File: config.mk
export PLATFORM = sky130hd
export DESIGN_NAME = bbot_quadrature_generator
export DESIGN_NICKNAME = d
export VERILOG_FILES = /design/src/rtl/bbot_quad_pkg.sv /design/src/rtl/bbot_quad_step_timer.sv /design/src/rtl/bbot_quadrature_generator.sv
export SDC_FILE = /design/constraint.sdc
export NUM_CORES = 1
export LEC_CHECK = 0
export CAP_MARGIN = 40
export CORE_MARGIN = 3
export CORE_UTILIZATION = 25
export CTS_BUF_LIST = sky130_fd_sc_hd__clkbuf_8
export DETAILED_ROUTE_END_ITERATION = 10
export PLACE_DENSITY_LB_ADDON = 0.3
export SLEW_MARGIN = 20
export SYNTH_ARGS = -nofsm -noshare
export SYNTH_HDL_FRONTEND = slang
export SYNTH_SLANG_ARGS = --single-unit
File: constraint.sdc
create_clock -name clock -period 3.3 [get_ports clock]
set_clock_uncertainty 0.15 [all_clocks]
set_input_delay 0.33 -clock clock [delete_from_list [all_inputs] [get_ports clock]]
set_output_delay 0.33 -clock clock [all_outputs]
set_load 0.05 [all_outputs]
File: src/rtl/bbot_quad_pkg.sv
// Shared definitions for the BBot quadrature generator and counter:
// FSM state encoding, direction constants and the phase-to-A/B mapping.
package bbot_quad_pkg;

    typedef enum logic [1:0] {
        ST_IDLE = 2'd0,
        ST_RUN  = 2'd1,
        ST_FIN  = 2'd2
    } quad_state_t;

    localparam logic FWD = 1'b1;
    localparam logic REV = 1'b0;

    // Indexed by the 2-bit phase p: B = p[1], A = p[1] ^ p[0].
    // Forward walk of (A,B) is 00 -> 10 -> 11 -> 01 -> 00.
    localparam logic [3:0] PHASE_TO_A = 4'b0110;
    localparam logic [3:0] PHASE_TO_B = 4'b1100;

    // Next phase for one edge in the given direction (wraps mod 4).
    function automatic logic [1:0] phase_step(input logic [1:0] p, input logic dir);
        return (dir == FWD) ? (p + 2'd1) : (p - 2'd1);
    endfunction

endpackage

File: src/rtl/bbot_quad_step_timer.sv
// Loadable down-counter that paces quadrature edges. tick is high while the
// count sits at 1; the owner reloads on that same cycle to keep a steady rate.
module bbot_quad_step_timer #(
    parameter int PERIOD_W = 16
) (
    input  logic                clock,
    input  logic                reset_l,
    input  logic                load,
    input  logic [PERIOD_W-1:0] load_value,
    input  logic                enable,
    output logic                tick
);

    logic [PERIOD_W-1:0] count;

    // Load has priority; otherwise count down while enabled, parking at zero.
    always_ff @(posedge clock or negedge reset_l) begin
        if (!reset_l) begin
            count <= '0;
        end else if (load) begin
            count <= load_value;
        end else if (enable && (count != '0)) begin
            count <= count - PERIOD_W'(1);
        end
    end

    assign tick = (count == PERIOD_W'(1));

endmodule

File: src/rtl/bbot_quadrature_generator.sv
// BBot quadrature generator: turns step commands into registered A/B
// quadrature edges with a running signed position.
// Optional index output Z is built when BBOT_QUADGEN_INDEX_EN is defined.
module bbot_quadrature_generator
    import bbot_quad_pkg::*;
#(
    parameter int COUNT_W  = 32,
    parameter int PERIOD_W = 16,
    parameter int CPR      = 2048
) (
    input  logic                clock,
    input  logic                reset_l,
    input  logic                cmd_valid,
    output logic                cmd_ready,
    input  logic                cmd_dir,
    input  logic [COUNT_W-1:0]  cmd_steps,
    input  logic [PERIOD_W-1:0] cmd_period,
    input  logic                abort,
    output logic                A,
    output logic                B,
    output logic                busy,
    output logic                done,
`ifdef BBOT_QUADGEN_INDEX_EN
    output logic                Z,
`endif
    output logic [COUNT_W-1:0]  position
);

    quad_state_t         state;
    quad_state_t         state_next;

    logic                dir;
    logic [COUNT_W-1:0]  remaining;
    logic [PERIOD_W-1:0] period;
    logic [1:0]          phase;
    logic [1:0]          phase_next;

    logic                accept;
    logic                step_en;
    logic                tick;
    logic                timer_load;
    logic [PERIOD_W-1:0] timer_value;
    logic [PERIOD_W-1:0] cmd_period_eff;

    // A zero period would never tick, so it runs at the fastest rate instead.
    assign cmd_period_eff = (cmd_period == '0) ? PERIOD_W'(1) : cmd_period;

    assign accept  = cmd_valid && cmd_ready;
    // abort wins over a coincident tick: no edge on the cycle abort is seen.
    assign step_en = (state == ST_RUN) && tick && !abort;

    assign phase_next  = phase_step(phase, dir);
    assign timer_load  = accept || step_en;
    assign timer_value = accept ? cmd_period_eff : period;

    bbot_quad_step_timer #(
        .PERIOD_W (PERIOD_W)
    ) u_timer (
        .clock      (clock),
        .reset_l    (reset_l),
        .load       (timer_load),
        .load_value (timer_value),
        .enable     (state == ST_RUN),
        .tick       (tick)
    );

    // FSM state register.
    always_ff @(posedge clock or negedge reset_l) begin
        if (!reset_l) begin
            state <= ST_IDLE;
        end else begin
            state <= state_next;
        end
    end

    // FSM next-state logic.
    always_comb begin
        state_next = state;
        unique case (state)
            ST_IDLE: begin
                if (accept) begin
                    state_next = (cmd_steps == '0) ? ST_FIN : ST_RUN;
                end
            end
            ST_RUN: begin
                if (abort) begin
                    state_next = ST_FIN;
                end else if (tick && (remaining == COUNT_W'(1))) begin
                    state_next = ST_FIN;
                end
            end
            ST_FIN: begin
                state_next = ST_IDLE;
            end
            default: begin
                state_next = ST_IDLE;
            end
        endcase
    end

    // FSM outputs decoded from the current state.
    always_comb begin
        cmd_ready = 1'b0;
        busy      = 1'b1;
        done      = 1'b0;
        unique case (state)
            ST_IDLE: begin
                cmd_ready = 1'b1;
                busy      = 1'b0;
            end
            ST_FIN: begin
                done = 1'b1;
            end
            default: begin
                cmd_ready = 1'b0;
            end
        endcase
    end

    // Latch the command on acceptance; count down remaining edges as they go out.
    always_ff @(posedge clock or negedge reset_l) begin
        if (!reset_l) begin
            dir       <= FWD;
            remaining <= '0;
            period    <= PERIOD_W'(1);
        end else if (accept) begin
            dir       <= cmd_dir;
            remaining <= cmd_steps;
            period    <= cmd_period_eff;
        end else if (step_en) begin
            remaining <= remaining - COUNT_W'(1);
        end
    end

    // Phase and registered A/B; phase carries over between commands.
    always_ff @(posedge clock or negedge reset_l) begin
        if (!reset_l) begin
            phase <= 2'd0;
            A     <= 1'b0;
            B     <= 1'b0;
        end else if (step_en) begin
            phase <= phase_next;
            A     <= PHASE_TO_A[phase_next];
            B     <= PHASE_TO_B[phase_next];
        end
    end

    // Running position, wrapping modulo 2^COUNT_W both ways.
    always_ff @(posedge clock or negedge reset_l) begin
        if (!reset_l) begin
            position <= '0;
        end else if (step_en) begin
            position <= (dir == FWD) ? (position + COUNT_W'(1))
                                     : (position - COUNT_W'(1));
        end
    end

`ifdef BBOT_QUADGEN_INDEX_EN
    localparam int               IDX_W   = (CPR > 1) ? $clog2(CPR) : 1;
    localparam logic [IDX_W-1:0] IDX_MAX = IDX_W'(CPR - 1);

    logic [IDX_W-1:0] index;

    // Index counter follows position within one revolution, wrapping at CPR.
    always_ff @(posedge clock or negedge reset_l) begin
        if (!reset_l) begin
            index <= '0;
        end else if (step_en) begin
            if (dir == FWD) begin
                index <= (index == IDX_MAX) ? '0 : (index + IDX_W'(1));
            end else begin
                index <= (index == '0) ? IDX_MAX : (index - IDX_W'(1));
            end
        end
    end

    assign Z = (index == '0);
`endif

endmodule

After elaboration in Yosys (flattened, before gate mapping)

Cells that the tools add are included.

Add/subtract/negate cells: 6
Order comparisons: 1
Reduce and logical (&&, ||, !) cells: 14
Multiplexer cells: 20
Eq/ne operators: 6

Operator list:

| cell                                                                   | count |
|---|---|
| 32-bit two-way mux                                                     | 3 |
| 16-bit two-way mux                                                     | 4 |
| 32-bit by 1-bit subtractor with 32-bit output, second input constant   | 2 |
| 32-bit by 1-bit adder with 32-bit output, second input constant        | 1 |
| 32-bit by 1-bit equality test with 1-bit output, second input constant | 1 |
| 32-bit logical NOT                                                     | 1 |
| 16-bit by 1-bit equality test with 1-bit output, second input constant | 1 |
| 16-bit logical NOT                                                     | 1 |
| 16-bit nonzero test                                                    | 1 |
| 16-bit by 1-bit subtractor with 16-bit output, second input constant   | 1 |
| 2-bit two-way mux                                                      | 5 |
| 1-bit logical AND                                                      | 5 |
| 1-bit two-way mux                                                      | 5 |
| 1-bit binary-select mux with 2-bit select                              | 2 |
| 2-bit one-hot mux with 2 select lines                                  | 1 |
| 2-bit nonzero test                                                     | 2 |
| 2-bit by 3-bit < comparator with 1-bit output, second input constant   | 1 |
| 3-bit inequality test, second input constant                           | 1 |
| 2-bit by 1-bit adder with 2-bit output, second input constant          | 1 |
| 2-bit by 1-bit equality test with 1-bit output, second input constant  | 1 |
| 2-bit equality test, second input constant                             | 1 |
| 2-bit logical NOT                                                      | 1 |
| 2-bit inequality test, second input constant                           | 1 |
| 2-bit AND reduction                                                    | 1 |
| other kinds (3)                                                        | 3 |

Register bits after elaboration: 103
Output and inout bits: 37
Word-level logic and storage cells: 56
Input port bits: 53

Longest topological paths before layout

Gate-level depths: netlist of run 1.

Word-level depth: 5
Mapped depth: 12
Gate-level depth less buffers: 11

Hierarchy

A second synthesis of run 1 with hierarchy kept.

Cell total of the unflattened synthesis: 775
Area, all modules: 6677.7 sq um

By module, submodules not included:

| module                    | cells each | sequential area each (sq um) | instances | area an instance (sq um) |
|---|---|---|---|---|
| bbot_quadrature_generator | 643        | 2154.6                       | 1         | 5575.3 |
| bbot_quad_step_timer      | 132        | 400.4                        | 1         | 1102.3 |

Least setup slack after synthesis of run 1

OpenSTA, ideal clock, no wires.

Path kind: register -> register
From: register dir
To: register position[22]
Required time: 3.055 ns
Path slack: 0.014 ns
Stages on the path, launching flop included: 12
Arrival: 3.041 ns
Buffers on the path: 0
Setup time: 0.095 ns
Clock period less this slack: 3.286 ns
Path through: dfstp_2 -> inv_1 -> ha_1 -> nor2b_1 -> o21ai_0 -> a211o_1 -> a211oi_1 -> o21ai_0 -> a211o_1 -> a21boi_0 -> nor3_1 -> o31ai_1

Cells in the longest elaborated chain, start to end: 1

RTL lines:

| what                     | line                             | RTL |
|---|---|---|
| start: declaration       | bbot_quadrature_generator.sv:32  | `logic dir;` |
| start signal: assignment | bbot_quadrature_generator.sv:127 | `dir <= cmd_dir;` |
| 32-bit two-way mux       | bbot_quadrature_generator.sv:153 | `position <= (dir == FWD) ? (position + COUNT_W'(1))` |
| end signal: assignment   | bbot_quadrature_generator.sv:153 |  |
| end: declaration         | bbot_quadrature_generator.sv:26  | `output logic [COUNT_W-1:0] position` |

No other way between the ends.
A chain may end at the register's enable or synchronous reset.

Worst setup path after layout of run 1

From: register dir
To: register position[28]

The elaborated chain is that of the path after synthesis.

==> results of run 1 <==
==> kinds of logic after synthesis <==
logic type,count (synthesis),synth area share (%)
buf+inv,43,2.55
simple gates,308,22.4
fa+ha+maj,36,7.17
mux,5,0.862
xor+xnor,46,6.31
flops,102,40.0
compound gates,203,20.7
==> area by class of cell <==
type | count | area share, %
Tap cell | 324 | 4.91
Clock buffer | 10 | 1.67
Inverter | 15 | 0.727
Timing Repair Buffer | 125 | 14.5
Multi-Input combinational cell | 598 | 46.5
Clock inverter | 6 | 0.697
Sequential cell | 102 | 30.9
Timing Repair inverter | 1 | 0.0909
==> metrics by stage <==
stage	hold slack [ns]	worst slack [ns]	instances	total power (uW)	area [um^2]
final	0.315	0.0931	1181	6400	8260
after CTS	0.314	0.00357	1176	6240	8050
after floorplan	-0.116	0.0140	743	4380	6380
after global placement	0.221	0.0715	1158	5340	7830
after global routing	0.353	-0.0886	1181	6970	8260
after detailed placement	0.213	-0.0239	1159	5360	7850
==> cells in the final DEF (no fill, tap or decap), types with 4 or more instances in the layout <==
master / synthesis / layout
ha_4: 0 / 5
o31ai_1: 8 / 6
nor3_1: 19 / 17
nand4_1: 10 / 10
dfrtp_1: 100 / 100
o21ai_1: 0 / 6
inv_1: 15 / 14
nor4_1: 16 / 15
nand3_1: 16 / 15
buf_4: 0 / 32
xor2_1: 15 / 15
a221o_1: 5 / 5
ha_1: 35 / 29
or3_1: 8 / 8
mux2_2: 4 / 4
nand2_1: 144 / 142
nor2_1: 56 / 53
o21a_1: 4 / 4
xnor2_1: 31 / 31
o211ai_1: 9 / 9
clkdlybuf4s50_1: 0 / 88
or4_1: 7 / 6
o311ai_0: 9 / 6
nand2b_1: 7 / 7
a21o_1: 20 / 20
o31a_1: 4 / 4
nor3b_1: 4 / 4
clkbuf_8: 0 / 10
o21ai_0: 59 / 53
nor2b_1: 4 / 4
a21oi_1: 49 / 45
==> report_power, final <==
part / switching, uW / total [uW] / internal (uW)
combinational: 2000 / 3540 / 1550
sequential: 350 / 2030 / 1680
clock: 513 / 829 / 316
total: 2860 / 6400 / 3540
==> registers in the layout, indices dropped and copies added, names as in the netlist <==
| register | flops |
|---|---|
| B | 1 |
| A | 1 |
| phase | 1 |
| remaining | 32 |
| period | 16 |
| dir | 1 |
| state | 2 |
| position | 32 |
| u_timer.count | 16 |
==> worst max path at each step <==
stage,start,to,slack [ns]
floorplan,dir$_DFFE_PN1P_,position[22]$_DFFE_PN0P_,0.01
global placement,dir$_DFFE_PN1P_,position[29]$_DFFE_PN0P_,0.07
detailed placement,dir$_DFFE_PN1P_,position[28]$_DFFE_PN0P_,-0.02
CTS,dir$_DFFE_PN1P_,position[22]$_DFFE_PN0P_,0.004
global route,dir$_DFFE_PN1P_,position[28]$_DFFE_PN0P_,-0.09
finish,dir$_DFFE_PN1P_,position[28]$_DFFE_PN0P_,0.09
==> routing by layer <==
metal,up-vias,GRT usage (%),wire length (um)
met5,-,0,0
met4,0,2.93,181
met3,13,2.21,729
met2,138,20.3,8030
met1,2778,17.9,8590
li1,2901,-,-
==> timing repair <==
item / in CTS / in global routing
setup buffers: 0 / 4
resized for setup: 1 / 43
hold buffers: 1 / 0
pin swaps: 0 / 18
setup endpoints to repair: 1 / 18
cloned: 0 / 1
hold endpoints to repair: 40 / 0
==> impl_metrics.ini, run 1 <==
[cts]
clock_tree.buffer_depth = 2
numCtsBuffers = 9
root_buffer = clkbuf_8
clk_latency_ns = 0.39
cts_tree = done
cts_max_level = 3
cts.sinks = 102
clkTransAtPathRegs_ns = 0.11

[global_route]
grt_max_degree = 63
grt_pass1_wl_mm = 29.1
antenna_found_initial = 0
grtUsageTotal_pct = 12.7
grt_remaining_overflow = 0
grt_pass1_vias = 5715

[drt]
drtIter0Drc = 336
vias = 5830
dr.pass1.iters = 5
wl_per_cell_um = 14.8
drtAntennaViolNets = 0
vias_per_cell = 4.94
post-route-drc-count = 0
drt-total-wl_mm = 17.5

[pwr]
power_per_cell_area_mw_per_mm2 = 775
p_leak_uw = 0.00339
peakVddDrop_v = 0.000484

[place]
place.gp.congestion = 0.837
dp_hpwl_mm = 13.1
port_buffers = 89

[critical_path]
crit_required_ns = 3.46
reg2reg_slack_ns = 0.09
crit_type = flip-flop to flip-flop
crit_arrival_ns = 3.36
cp_top_family = compound AO/OA/AOI/OAI gates
cp_slowest_stage_delay_ns = 0.61
slowest_stage = dfstp_2
cp_num_buf_inv = 1
r2r-end = position[28]$_DFFE_PN0P_
critPathMaxFanout = 5
critPathCaptureType = flip-flop
worst-path-stages = 11
crit_top_cell = o21ai_1
rr_startpoint = dir$_DFFE_PN1P_
crit_chain = clkinvlp_4, ha_4, nor2b_1, o21ai_1, a211o_1, a211oi_2, o21ai_1, a211o_2, a21boi_2, nor4_1, o31ai_1
start_kind = flip-flop
r2r_cells = 11

[sta]
worstMarginPinSlew_ns = 0.710
fin_tns_setup_ns = 0
clock.fmax_mhz = 312
hold_viol = 0
slew_headroom_pct = 52.6
fin_crit_sh_pct = 97.2
finalSetupViolCount = 0
rsz0062_at_grt = yes
min_period_ns = 3.21
drv_slew = 0

[synth]
ys_seq_area_share_pct = 40.0
synth_top_area_share_pct = 39.2
syn_nets = 832
yosysMostFrequentCell = nand2_1
yosys_warnings = 0
synth_area_leaders = dfrtp_1 (39%), nand2_1 (8.5%), ha_1 (6.9%)
synth_cell_types = 65
synthFlopType = dfrtp_1
synth_edf_count = 0
syn_inst = 743
synth_common_cells = nand2_1 (144), dfrtp_1 (100), o21ai_0 (59), nor2_1 (56), a21oi_1 (49)
syn_avg_cell_area_um2 = 8.59
synthArstFlopShare_pct = 100
ys_ff_latch = 102
synth.cell_area_mm2 = 0.00638
yosys.area.top_type = dfrtp_1

[cells_and_area]
drive_gt1_share_pct = 11.9
areaGrowthSynthToFinish_pct = 29.3
multiInputGateArea_mm2 = 0.00384
final_core_util_pct = 33.5
nets = 941
diodes = 0
ff_latch_area_mm2 = 0.00255
fill_cells = 2649

[floorplan]
start_util_pct = 25.9
die_w_um = 166
ios = 90
dieArea_mm2 = 0.0275
core-area_mm2 = 0.0247
rows = 57
die_h_um = 166

[outcome]
status = finished, final reports clean

[run]
maxCapViolCount = 0

[min_path]
hold_path_class = input port to async pin
No activity file was read; power rests on OpenSTA's default activity.
==> inputs of run 2 (changes only) <==
clock period = 3.1 ns   (was 3.3 ns; I/O delays follow)
==> impl_metrics.ini, run 2 (synthesis results as in run 1) <==
[outcome]
status = finished, final reports clean

[critical_path]
crit_type = flip-flop to flip-flop
crit_required_ns = 3.26
reg2reg_slack_ns = 0.03
crit_arrival_ns = 3.23
critPathCaptureType = flip-flop
start_kind = flip-flop
critPathMaxFanout = 4

[pwr]
power_per_cell_area_mw_per_mm2 = 851
p_int_uw = 4250
sw_frac_of_total_pct = 43.0
comb_power_share_pct = 58.3
peakVddDrop_v = 0.000618
p_leak_uw = 0.00365
netSwitchingPower_uw = 3210
p_seq_share_pct = 28.6
clkPwrFrac_pct = 13.0

[place]
dp_cells = 1197
place_area_mm2 = 0.00813
port_buffers = 89
dpl_worst_slack_ns = -0.192
place.gp.congestion = 0.808
dp_hpwl_mm = 13.7

[drt]
post-route-drc-count = 0
drtAntennaViolNets = 0
wl_per_cell_um = 15.0
vias_per_cell = 4.85
drt-total-wl_mm = 18.3
drtIter0Drc = 320
dr.pass1.iters = 6
vias = 5926

[sta]
worst_slack_ns = 0.0284
finalSetupViolCount = 0
min_period_ns = 3.07
clock.fmax_mhz = 326
fin_tns_setup_ns = 0
rsz0062_at_grt = yes
fin_crit_sh_pct = 99.1
hold_viol = 0
worstMarginPinSlew_ns = 0.787
drv_slew = 0
slew_headroom_pct = 47.4

[floorplan]
rows = 57
start_util_pct = 25.9
ios = 90
core-area_mm2 = 0.0247
die_w_um = 166
die_h_um = 166
dieArea_mm2 = 0.0275

[cells_and_area]
layout_common_cells = nand2_1 (143), dfrtp_1 (100), clkdlybuf4s50_1 (88), buf_4 (69), nor2_1 (54)
reg_top3 = position (32), remaining (32)
layout_commonest_cell = nand2_1
drive_gt1_share_pct = 16.9
diodes = 0
areaGrowthSynthToFinish_pct = 37.3
fill_cells = 2581
stdcell_count = 1223
design_area_mm2 = 0.00876
nets = 983

[global_route]
use_met1_pct = 17.7
antenna_found_initial = 0
grt_max_degree = 64
busiest_layer = met2
grt_use_met3_pct = 2.50
grt_pass1_wl_mm = 30.1
grt_pass1_vias = 5938
grt_remaining_overflow = 0
met2_usage_pct = 21.3
grtUsageTotal_pct = 13.1

[cts]
numCtsBuffers = 9
cts.sinks = 102
cts_tree = done
clock_tree.buffer_depth = 2
root_buffer = clkbuf_8
clkTransAtPathRegs_ns = 0.11
cts_max_level = 3
clk_latency_ns = 0.40

[run]
maxCapViolCount = 0

[min_path]
hold_path_class = input port to async pin
-- run 2: changes by cell type in the layout (fill, tap and decap cells not counted), moves of 3 or more --
cell,delta
ha_1,-4
o21ai_2,+4
ha_4,+4
buf_12,+3
buf_4,+37
-- run 2: metal layers --
layer  wire length [um]  vias up
met4                359        0
met2               8280      134
met5                  0        -
met1               9000     2771
li1                   -     2994
met3                650       27
-- run 2: layout make-up --
cell class	count	area [um^2]	area share, %
timing repair inverter	1	7.51	0.0857
multi-input combinational	598	3940	45.0
timing repair buffer	167	1580	18.0
tap	324	405	4.63
sequential	102	2550	29.2
clock inverter	7	95.1	1.09
clock buffer	9	124	1.41
inverter	15	60.1	0.685
-- run 2: repair_timing --
item	in CTS	in global routing
setup buffers	5	3
gates resized for setup	32	25
pin swaps	11	22
endpoints found under the hold margin	38	0
setup endpoints to repair	19	17
cloned	2	0
hold buffers	1	0
-- run 2: worst paths after layout --
check	start	end	depth (start not counted)
max	dir$_DFFE_PN1P_	position[28]$_DFFE_PN0P_	12
max in group asynchronous	reset_l	period[0]$_DFF_PN1_	3
max reg2reg	dir$_DFFE_PN1P_	position[28]$_DFFE_PN0P_	12
min in group clock	state[1]$_DFFE_PN0P_	state[1]$_DFFE_PN0P_	1
min reg2reg	state[1]$_DFFE_PN0P_	state[1]$_DFFE_PN0P_	1
min	reset_l	A$_DFFE_PN0P_	2
-- run 2: critical path, cell delays in order, from the launching register on --
cell and delay (ns):
dfstp_2 0.59, clkinvlp_4 0.12, buf_12 0.14, ha_4 0.27
nor2b_4 0.13, o21ai_2 0.06, a211o_1 0.32, a211oi_2 0.29
o21ai_2 0.11, a211o_4 0.38, a21boi_2 0.18, nor4_1 0.06
o31ai_1 0.19
-- run 2: power groups by stage --
stage          clock (uW)  sequential, uW  combinational (uW)
3_5_place_dp            0            2150                3870
2_1_floorplan           0            2160                2500
5_1_grt              1060            2200                4830
3_3_place_gp            0            2150                3830
6_report              970            2140                4350
4_1_cts              1030            2140                4230
-- run 2: per-stage QoR --
stage / power, uW / hold slack (ns) / utilization, %
6_report: 7460 / 0.295 / 35.5
2_1_floorplan: 4660 / -0.136 / -
4_1_cts: 7390 / 0.288 / 35.1
5_1_grt: 8090 / 0.326 / 35.5
3_5_place_dp: 6020 / 0.195 / 32.9
3_3_place_gp: 5970 / 0.196 / 32.9
==> inputs of run 3 (changes only) <==
CORE_UTILIZATION = 55   (was 25)
==> impl_metrics.ini, run 3 (synthesis results as in run 1) <==
[critical_path]
crit_required_ns = 3.24
cp_slowest_stage_delay_ns = 0.62
crit_arrival_ns = 3.31
critPathMaxFanout = 5
slowest_stage = dfstp_2
crit_top_cell = a211o_1
crit_type = flip-flop to flip-flop
crit_chain = clkinvlp_4, ha_4, nor2b_2, o21ai_0, a211o_1, a211oi_2, o21ai_2, a211o_1, a21boi_2, nor3_1, o31ai_1
start_kind = flip-flop
critPathCaptureType = flip-flop

[floorplan]
die_h_um = 114
core-area_mm2 = 0.0111
die_w_um = 114
dieArea_mm2 = 0.0129
start_util_pct = 57.6
ios = 90
rows = 38

[sta]
drv_slew = 0
hold_slack_ns = 0.339
hold_viol = 0
finalSetupViolCount = 4
worstMarginPinSlew_ns = 0.788
rsz0062_at_grt = yes
fin_tns_setup_ns = -0.183
min_period_ns = 3.17
slew_headroom_pct = 47.3
fin_crit_sh_pct = 102
worst_slack_ns = -0.0707
clock.fmax_mhz = 315

[cts]
clk_latency_ns = 0.38
numCtsBuffers = 9
clock_tree.buffer_depth = 2
cts_tree = done
cts_max_level = 3
cts.sinks = 102
clkTransAtPathRegs_ns = 0.11
root_buffer = clkbuf_8

[cells_and_area]
fill_cells = 815
layout_common_cells = nand2_1 (142), dfrtp_1 (100), clkdlybuf4s50_1 (88), nor2_1 (54), o21ai_0 (50)
nets = 955
diodes = 0
areaGrowthSynthToFinish_pct = 27.9
ff_latch_area_mm2 = 0.00255
final_core_util_pct = 73.7
reg_top3 = position (32), remaining (32)
drive_gt1_share_pct = 14.0
layout_commonest_cell = nand2_1
multiInputGateArea_mm2 = 0.00387

[pwr]
p_leak_uw = 0.00346
power_per_cell_area_mw_per_mm2 = 863
peakVddDrop_v = 0.000557

[drt]
vias = 6099
drtAntennaViolNets = 0
drt-total-wl_mm = 16.7
post-route-drc-count = 0
dr.pass1.iters = 5
vias_per_cell = 6.04
drtIter0Drc = 546
wl_per_cell_um = 16.6

[outcome]
violations = negative setup slack
status = finished with violations

[global_route]
grt_pass1_wl_mm = 26.8
antenna_found_initial = 0
grtUsageTotal_pct = 25.3
grt_pass1_vias = 5816
grt_max_degree = 65
grt_remaining_overflow = 0

[place]
dp_hpwl_mm = 12.0
port_buffers = 89
place.gp.congestion = 0.911

[min_path]
hold_path_class = flip-flop to flip-flop

[run]
maxCapViolCount = 0
## run 3: metal layers
layer  up-vias  GRT usage [%]  wire length (um)
met5         -              0                 0
met4         0           8.89               428
met3        43           3.87               818
met2       198           43.4              8400
met1      2932           32.6              7070
li1       2926              -                 -
## run 3: cell type report
class / count / share of cell area (%)
clock buffer: 10 / 1.69
tap: 140 / 2.14
sequential: 102 / 31.3
timing repair inverter: 1 / 0.0919
timing repair buffer: 139 / 15.8
clock inverter: 5 / 0.812
multi-input combinational: 598 / 47.4
inverter: 15 / 0.735
## run 3: worst paths after layout
check / startpoint / to / slack (ns) / depth (start not counted)
setup / recovery: dir$_DFFE_PN1P_ / position[22]$_DFFE_PN0P_ / -0.07 / 11
hold / removal: period[14]$_DFF_PN0_ / period[14]$_DFF_PN0_ / 0.34 / 2
setup reg to reg: dir$_DFFE_PN1P_ / position[22]$_DFFE_PN0P_ / -0.07 / 11
hold reg to reg: period[14]$_DFF_PN0_ / period[14]$_DFF_PN0_ / 0.34 / 2
max in group asynchronous: reset_l / dir$_DFFE_PN1P_ / 1.67 / 3
min in group asynchronous: reset_l / position[10]$_DFFE_PN0P_ / 0.37 / 2
## run 3: timing repair
item                       4_1_cts  5_1_grt
cloned                           1        0
setup endpoints to repair       17       27
setup buffers                    0        1
resized for setup               22       36
hold endpoints to repair        50        0
pin swaps                        1       13
hold buffers                     1        0
## run 3: stage by stage
step	cells	setup WS, ns	total power [uW]	area (um^2)
finish	1010	-0.0707	7050	8170
global route	1010	-0.213	7550	8170
CTS	1009	-0.0318	6810	8020
detailed placement	992	-0.145	5800	7720
global placement	992	0.00384	5670	7720
floorplan	743	-0.186	4660	6380
## run 3: worst max-delay path, delay by kind of cell, from the launching register on
kind,cells,cell delay [ns]
AND/OR/NAND/NOR,2,0.21
flip-flops,1,0.62
buffers and inverters,1,0.20
AO/OA/AOI/OAI,7,1.60
adder cells (fa/ha/maj),1,0.31
## run 3: report_power, final
| group | internal (uW) | leakage, uW | total [uW] | switching [uW] |
|---|---|---|---|---|
| Clock | 403 | 0.000101 | 898 | 495 |
| Sequential | 1790 | 0.00122 | 2180 | 391 |
| Combinational | 1750 | 0.00214 | 3970 | 2220 |
| Total | 3940 | 0.00346 | 7050 | 3100 |
